[src/rtl/rx78_pixel_pipe.sv]
// rx78_pixel_pipe: VRAM video fetch, six plane shifters, palette resolve.
// Optional macro RX78_CMASK_EN applies cmask to the fg/bg indices.
module rx78_pixel_pipe #(
   parameter logic [8:0] H_START    = 9'd64,
   parameter logic [8:0] V_START    = 9'd16,
   parameter int         LINE_BYTES = 24,
   parameter int         V_LINES    = 184
) (
   input  logic        clk,
   input  logic        reset,
   input  logic        ce_pix,
   input  logic [8:0]  h,
   input  logic [8:0]  v,
   input  logic [7:0]  fg1,
   input  logic [7:0]  fg2,
   input  logic [7:0]  fg3,
   input  logic [7:0]  bg1,
   input  logic [7:0]  bg2,
   input  logic [7:0]  bg3,
   input  logic [7:0]  p1,
   input  logic [7:0]  p2,
   input  logic [7:0]  p3,
   input  logic [7:0]  p4,
   input  logic [7:0]  p5,
   input  logic [7:0]  p6,
   input  logic [7:0]  mask,
   input  logic [5:0]  cmask,
   input  logic [7:0]  bgc,
   output logic [12:0] vdp_addr,
   output logic [7:0]  red,
   output logic [7:0]  green,
   output logic [7:0]  blue,
   output logic        de
);

   localparam int BW = $clog2(LINE_BYTES + 1);
   localparam logic [9:0] H_PRE = 10'(H_START) - 10'd2;
   localparam logic [9:0] H_LD0 = 10'(H_START) - 10'd1;
   localparam logic [9:0] H_LO  = 10'(H_START);
   localparam logic [9:0] H_HI  = 10'(H_START) + 10'(8 * LINE_BYTES);
   localparam logic [9:0] V_LO  = 10'(V_START);
   localparam logic [9:0] V_HI  = 10'(V_START) + 10'(V_LINES);
   localparam logic [BW-1:0] BC_LAST = BW'(LINE_BYTES - 1);

   typedef enum logic {IDLE, FETCH} state_t;

   state_t          state_q, state_d;
   logic [BW-1:0]   bc;
   logic [8:0]      v_fetch;
   logic [5:0][7:0] sr;
   logic [9:0]      h10, v10, ld_h;
   logic [8:0]      row;
   logic [12:0]     base;
   logic            active_line, active_pix, in_win;
   logic            start, load;
   logic [2:0]      fi, bi, col, pix_col;
   logic            bits_unused;

   assign h10 = {1'b0, h};
   assign v10 = {1'b0, v};
   assign active_line = (v10 >= V_LO) && (v10 < V_HI);
   assign active_pix  = active_line && (h10 >= H_LO) && (h10 < H_HI);
   assign in_win      = (h10 >= H_PRE) && (h10 < H_HI);
   assign row  = v - V_START;
   assign base = {row, 4'b0000} + 13'({row, 3'b000});
   assign ld_h = H_LD0 + 10'({bc, 3'b000});
   assign bits_unused = ^{mask[7:6], bgc[7:3]};

   always_comb begin
      state_d = state_q;
      load    = 1'b0;
      start   = active_line && (h10 == H_PRE);
      if (start) begin
         state_d = FETCH;
      end else if (state_q == FETCH) begin
         // a v change or leaving the window abandons the line's fetch
         if ((v != v_fetch) || !in_win) begin
            state_d = IDLE;
         end else if (h10 == ld_h) begin
            load = 1'b1;
            if (bc == BC_LAST) state_d = IDLE;
         end
      end
   end

`ifdef RX78_CMASK_EN
   assign fi = {sr[2][0], sr[1][0], sr[0][0]} & mask[2:0] & cmask[2:0];
   assign bi = {sr[5][0], sr[4][0], sr[3][0]} & mask[5:3] & cmask[5:3];
`else
   logic cmask_unused;
   assign cmask_unused = ^cmask;
   assign fi = {sr[2][0], sr[1][0], sr[0][0]} & mask[2:0];
   assign bi = {sr[5][0], sr[4][0], sr[3][0]} & mask[5:3];
`endif

   always_comb begin
      col = bgc[2:0];
      if (fi != 3'd0)      col = {p3[fi], p2[fi], p1[fi]};
      else if (bi != 3'd0) col = {p6[bi], p5[bi], p4[bi]};
   end

   assign pix_col = active_pix ? col : bgc[2:0];

   always_ff @(posedge clk) begin
      if (reset) begin
         state_q  <= IDLE;
         bc       <= '0;
         v_fetch  <= '0;
         vdp_addr <= '0;
         sr       <= '0;
         red      <= '0;
         green    <= '0;
         blue     <= '0;
         de       <= 1'b0;
      end else if (ce_pix) begin
         state_q <= state_d;
         if (start) begin
            vdp_addr <= base;
            bc       <= '0;
            v_fetch  <= v;
         end else if (load) begin
            vdp_addr <= vdp_addr + 13'd1;
            bc       <= bc + BW'(1);
         end
         if (load) begin
            sr <= {bg3, bg2, bg1, fg3, fg2, fg1};
         end else if (active_pix) begin
            for (int i = 0; i < 6; i++) sr[i] <= sr[i] >> 1;
         end
         de    <= active_pix;
         red   <= {8{pix_col[0]}};
         green <= {8{pix_col[1]}};
         blue  <= {8{pix_col[2]}};
      end
   end

endmodule

[config.mk]
export PLATFORM = sky130hd
export DESIGN_NAME = rx78_pixel_pipe
export DESIGN_NICKNAME = d
export VERILOG_FILES = /design/src/rtl/rx78_pixel_pipe.sv
export SDC_FILE = /design/constraint.sdc
export NUM_CORES = 1
export LEC_CHECK = 0
export CORE_MARGIN = 2
export CORE_UTILIZATION = 47
export CTS_CLUSTER_SIZE = 25
export DETAILED_ROUTE_END_ITERATION = 10
export GPL_ROUTABILITY_DRIVEN = 0
export GPL_TIMING_DRIVEN = 0
export PLACE_DENSITY_LB_ADDON = 0.3
export SLEW_MARGIN = 10
export SYNTH_ARGS = -nofsm -noshare
export SYNTH_HDL_FRONTEND = slang
export SYNTH_SLANG_ARGS = --single-unit
[constraint.sdc]
create_clock -name clk -period 3.1 [get_ports clk]
set_input_delay 0.31 -clock clk [delete_from_list [all_inputs] [get_ports clk]]
set_output_delay 0.31 -clock clk [all_outputs]
set_load 0.05 [all_outputs]
After elaboration in Yosys (flattened, before gate mapping):

Cells that the tools add are included.

* output and inout port bits: 38
* register bits: 80
* word-level logic and storage cells: 76

* bitwise gates (word level): 2
* $lt $le $gt $ge: 7
* eq/ne operators: 4
* add/sub/neg operators: 5
* multiplexer cells: 30
* reductions and logical operators: 14

Operator list (number)
* $mux W48: 2
* $mux W13: 2
* $bmux W1 S3: 6
* $mux W1: 15
* $add A13 B1 Y13 const B: 1
* $add A13 B12 Y13: 1
* $mux W5: 2
* $add A6 B8 Y9 const A: 1
* $eq A9 B6 Y1 const B: 1
* $eq A9 B9 Y1: 1
* $ge A9 B5 Y1 const B: 1
* $ge A9 B6 Y1 const B: 1
* $ge A9 B7 Y1 const B: 1
* $lt A9 B8 Y1 const B: 1
* $lt A9 B9 Y1 const B: 1
* $mux W3: 3
* $ne A9 B9 Y1: 1
* $sub A9 B5 Y9 const B: 1
* $lt A3 B4 Y1 const B: 2
* $and A3 B3 Y3: 2
* $reduce_and A2 Y1: 3
* $reduce_bool A3 Y1: 2
* $add A5 B1 Y5 const B: 1
* $eq A5 B5 Y1 const B: 1
* other kinds (4): 9

Depth between registers and ports, before layout:

Gate-level depths: netlist of run 1.

* word-level depth: 9
* mapped depth: 11
* depth with buffers taken out: 11

Worst setup path before layout of run 1:

OpenSTA, ideal clock, no wires.

* kind: reg-to-reg
* from: register bc[0]
* to: register sr[4] in the netlist's numbering
* clock period less this slack: 2.533 ns
* data arrival time: 2.447 ns
* cell stages (with the launch flop): 11
* library setup time: 0.086 ns
* setup slack: 0.567 ns
* required time: 3.014 ns
* cell sequence: dfxtp_1 > clkbuf_2 > inv_1 > ha_1 > xnor2_1 > nor3_1 > nand3_1 > nor3_2 > buf_2 > mux2_2 > a211oi_1

* longest elaborated chain between the ends: 8
* elaborated cells between the ends (all ways): 9
* classes of those cells: add/sub (1); eq/ne (1); mux (5); reduce/logical (2)

Ends and longest elaborated chain
* from (decl): line 48 `logic [BW-1:0] bc;`
* from (signal assigned): line 123 `bc <= bc + BW'(1);`
* $add A6 B8 Y9 *: line 66 `assign ld_h = H_LD0 + 10'({bc, 3'b000});`
* $eq A9 B9 Y1 *: line 79 `end else if (h10 == ld_h) begin`
* $mux W1 *: line 79
* $mux W1 *: line 77 `if ((v != v_fetch) || !in_win) begin`
* $mux W1 *: line 75 `end else if (state_q == FETCH) begin`
* $mux W1 *: line 73 `if (start) begin`
* $reduce_bool A2 Y1 (no source line)
* $reduce_and A2 Y1 (no source line)
* to (signal assigned): line 126 `sr <= {bg3, bg2, bg1, fg3, fg2, fg1};`
* to (decl): line 50 `logic [5:0][7:0] sr;`

Every way passes the cells marked *; elsewhere a longest branch is shown, timed or not.
A chain may end at the register's enable or synchronous reset.

Worst setup path after layout of run 1:

* from: input port h[5]
* to: register sr[26] in the netlist's numbering

* longest elaborated chain between the ends: 9
* elaborated cells between the ends (all ways): 18
* classes of those cells: order compare (3); eq/ne (2); mux (5); reduce/logical (8)

Ends and longest elaborated chain
* from (decl): line 12 `input logic [8:0] h,`
* $ge A9 B6 Y1 or $lt A9 B9 Y1 (tied branches): line 63, 62
* $logic_and A1 B1 Y1: line 63 `assign in_win = (h10 >= H_PRE) && (h10 < H_HI);`
* $logic_not A1 Y1: line 77
* $logic_or A1 B1 Y1: line 77
* $mux W1: line 77
* $mux W1: line 75
* $mux W1: line 73
* $reduce_bool A2 Y1 (no source line)
* $reduce_and A2 Y1 (no source line)

Several ways; a longest one is shown, not always the timed one.

==> load_flow_metrics.sql, run 1 <==
INSERT INTO impl_metrics (metric_group, metric, value, unit) VALUES
('critical_path', 'worst-path-max-fanout', '10', ''),
('route', 'drt_first_iter_violations', '321', ''),
('global_route', 'grt_use_total', '26.3', '%'),
('power_and_ir_drop', 'p_seq_share', '37.5', '%'),
('route', 'routed_wirelength', '16700', 'um'),
('cells_and_area', 'finalInstanceArea', '7660', 'um2'),
('clocking', 'postCtsHoldBufs', '0', ''),
('route', 'route.antenna.remaining_nets', '0', ''),
('cells_and_area', 'layout_common_cells', 'sky130_fd_sc_hd__clkdlybuf4s50_1, sky130_fd_sc_hd__nor2_1, sky130_fd_sc_hd__dfxtp_1', ''),
('hold_path', 'min-delay-path-class', 'in -> reg', ''),
('critical_path', 'criticalPathCategory', 'in -> reg', ''),
('synthesis', 'postSynth.asyncResetShare', '0', '%'),
('timing', 'finalSetupViolations', '0', ''),
('clocking', 'cts_tree', 'built', ''),
('power_and_ir_drop', 'swShare', '27.0', '%'),
('floorplan', 'fp.coreArea', '11500', 'um2'),
('clocking', 'clockBufferDepth', '2', ''),
('clocking', 'cts.htree.levels', '3', ''),
('power_and_ir_drop', 'p_int', '2.10', 'mW'),
('cells_and_area', 'multiInputGateArea', '3340', 'um2'),
('clocking', 'cts.clk_slew.worst_paths', '0.06', 'ns'),
('clocking', 'clock_insertion_delay_worst_skew', '0.34', 'ns'),
('synthesis', 'synth_warnings', '0', ''),
('synthesis', 'synth_top_family_by_area', 'simple AND/OR/NAND/NOR gates', ''),
('timing', 'max_clock_skew', '0.00767', 'ns'),
('route', 'avgViaCountPerCell', '5.73', ''),
('synthesis', 'yosys_register_bits', '80', ''),
('global_route', 'grt_max_degree', '14', ''),
('cells_and_area', 'antennaDiodeCount', '0', ''),
('critical_path', 'worst-path-buf-inv', '2', ''),
('floorplan', 'die_y', '112', 'um'),
('power_and_ir_drop', 'p_sw', '0.775', 'mW'),
('synthesis', 'syn-num-nets', '824', ''),
('timing', 'final.min_clock_period', '2.96', 'ns'),
('cells_and_area', 'fin_nets', '995', ''),
('route', 'num_vias', '5662', ''),
('global_route', 'number_of_global_route_vias_before_repair', '5647', ''),
('critical_path', 'critical-path-max-stage-delay', '0.61', 'ns'),
('timing', 'grt_setup_unrepaired', 'false', ''),
('cells_and_area', 'syn_to_final_growth', '38.6', '%'),
('synthesis', 'dominantRegCellSynth', 'sky130_fd_sc_hd__dfxtp_1', ''),
('critical_path', 'critical_path.startpoint_type', 'input pin', ''),
('clocking', 'clockRootBuffer', 'sky130_fd_sc_hd__clkbuf_16', ''),
('critical_path', 'critPathCaptureType', 'flip-flop', ''),
('timing', 'setup_tns', '0', 'ns'),
('synthesis', 'synthesis.instances', '669', ''),
('power_and_ir_drop', 'irDropWorstVdd', '0.000301', 'V'),
('timing', 'post-route-period-util', '95.4', '%'),
('route', 'drt_pre_antenna_iters', '6', ''),
('outcome', 'run_status', 'finished, final reports clean', ''),
('critical_path', 'crit_path_top_delay_cell', 'sky130_fd_sc_hd__or4_4', ''),
('synthesis', 'synth.distinct_cells', '57', ''),
('critical_path', 'critical_path_arrival', '3.20', 'ns'),
('placed_design', 'place.port_buffers', '158', ''),
('synthesis', 'post_synth_xor_xnor_area', '3.80', '%'),
('synthesis', 'synth-adder-area-share', '3.76', '%'),
('synthesis', 'synth-compound-area-share', '18.1', '%'),
('power_and_ir_drop', 'combPwrFrac', '22.5', '%'),
('timing', 'final_hold_viol_count', '0', ''),
('timing', 'final_max_slew_viol_count', '0', ''),
('global_route', 'grt_pass1_wl', '27000', 'um'),
('flow_run', 'max_cap_violations', '0', ''),
('synthesis', 'synthesis.area_per_instance', '8.27', 'um2'),
('power_and_ir_drop', 'clockPowerShare', '40.0', '%'),
('critical_path', 'cpLargestDelayFamily', 'simple AND/OR/NAND/NOR gates', ''),
('timing', 'tightest_slew', '0.710', 'ns'),
('cells_and_area', 'final_common_cell', 'sky130_fd_sc_hd__clkdlybuf4s50_1', ''),
('critical_path', 'timing.critical_path.cells', 'clkdlybuf4s50_1, and4b_1, a31oi_1, or4_4, nor3_4, buf_2, mux2_2, a211oi_1', ''),
('global_route', 'number_of_antenna_violations_at_the_first_check_in_global_routing', '0', ''),
('floorplan', 'placementRows', '39', ''),
('route', 'drc', '0', '');
cells by family after synthesis:
logic type	Yosys count
and+or+nand+nor	235
muxes	58
adders and majority gates	16
buffers and inverters	126
AOI/OAI and AO/OA	130
xor gates and xnor gates	24
DFF	80
worst paths after layout:
check | start | end | slack, ns | cells past startpoint
worst min-delay path | v[6] | v_fetch[6] | 0.26 | 3
worst max-delay path | h[5] | sr[26] | 0.14 | 8
worst max register to register | bc[0] | sr[26] | 0.19 | 10
worst min register to register | sr[18] | sr[18] | 0.45 | 2
flip-flops by register name, summed over array words and instances (netlist names):
register / count
v_fetch: 9
sr: 48
green: 1
blue: 1
vdp_addr: 13
state_q: 1
bc: 5
red: 1
de: 1
stage by stage:
| stage | instances | power [mW] | hold WS, ns | setup WS (ns) | util (%) |
|---|---|---|---|---|---|
| CTS | 986 | 2.88 | 0.264 | 0.0216 | 66.4 |
| finish | 988 | 2.87 | 0.262 | 0.142 | 66.8 |
| global route | 988 | 2.97 | 0.274 | 0.0237 | 66.8 |
| floorplan | 669 | 1.45 | 0.428 | 0.567 | - |
| detailed placement | 970 | 1.74 | 0.440 | -0.278 | 63.6 |
| global placement | 970 | 1.72 | 0.437 | -0.211 | 63.6 |
worst register-to-register path: cells and delay by family (launching register included):
family,cells,cell delay (ns)
multiplexers,1,0.37
flip-flops,1,0.35
XOR/XNOR,1,0.23
adder cells (fa/ha/maj),1,0.25
buffers and inverters,3,0.57
AO/OA/AOI/OAI,3,0.70
AND/OR/NAND/NOR,1,0.35
layer usage:
metal	wire, um	track usage, %
met1	6900	31.4
met2	8380	47.4
met3	1020	4.81
met4	372	8.78
met5	0	0
layout make-up:
type,count,share of cell area (%)
buffer,66,5.06
sequential,80,20.9
clock inverter,3,0.604
tap,143,2.34
timing repair buffer,160,20.9
multi-input combinational,463,43.6
inverter,60,2.94
clock buffer,13,3.66
power groups by stage:
stage	Clock, mW	Combinational, mW	Sequential, mW
finish	1.15	0.647	1.08
global route	1.20	0.694	1.08
CTS	1.15	0.645	1.08
detailed placement	0	0.641	1.10
global placement	0	0.625	1.10
floorplan	0	0.347	1.10
synthesized netlist by cell type, types with 5 or more instances:
cell,count,area (um2)
sky130_fd_sc_hd__o21ai_0,5,25.0
sky130_fd_sc_hd__a211oi_2,10,125
sky130_fd_sc_hd__a31oi_1,6,37.5
sky130_fd_sc_hd__mux2_2,45,507
sky130_fd_sc_hd__buf_6,5,56.3
sky130_fd_sc_hd__buf_2,13,65.1
sky130_fd_sc_hd__nor3_1,12,60.1
sky130_fd_sc_hd__o211ai_1,5,37.5
sky130_fd_sc_hd__a21oi_1,32,160
sky130_fd_sc_hd__inv_1,60,225
sky130_fd_sc_hd__nand3_1,35,175
sky130_fd_sc_hd__o2111ai_1,9,78.8
sky130_fd_sc_hd__dfxtp_1,80,1600
sky130_fd_sc_hd__clkbuf_1,21,78.8
sky130_fd_sc_hd__or4_1,5,37.5
sky130_fd_sc_hd__o31ai_1,7,52.6
sky130_fd_sc_hd__nand2_1,46,173
sky130_fd_sc_hd__mux4_2,12,270
sky130_fd_sc_hd__nand4_1,10,62.6
sky130_fd_sc_hd__ha_1,15,188
sky130_fd_sc_hd__and3_1,6,37.5
sky130_fd_sc_hd__xor2_1,5,43.8
sky130_fd_sc_hd__buf_4,22,165
sky130_fd_sc_hd__nor2_1,95,357
sky130_fd_sc_hd__xnor2_1,19,166
sky130_fd_sc_hd__a211oi_1,33,248
repair_timing:
action                                  in CTS  in global routing
buffers inserted                             0                  2
resized for setup                            0                  6
endpoints found under the setup margin       0                 41
endpoints found under the hold margin        0                  0
Power figures use the tool's default switching activity.
==> run 2: changes to the inputs <==
Settings changed: SLEW_MARGIN 10 to 25.
==> results of run 2 <==
No change in the layout: final DEF, timing and power equal those of run 1.
==> run 3: changes to the inputs <==
Settings changed: SLEW_MARGIN 25 to not set.
==> results of run 3 <==
No change in the layout: final DEF, timing and power equal those of run 1.
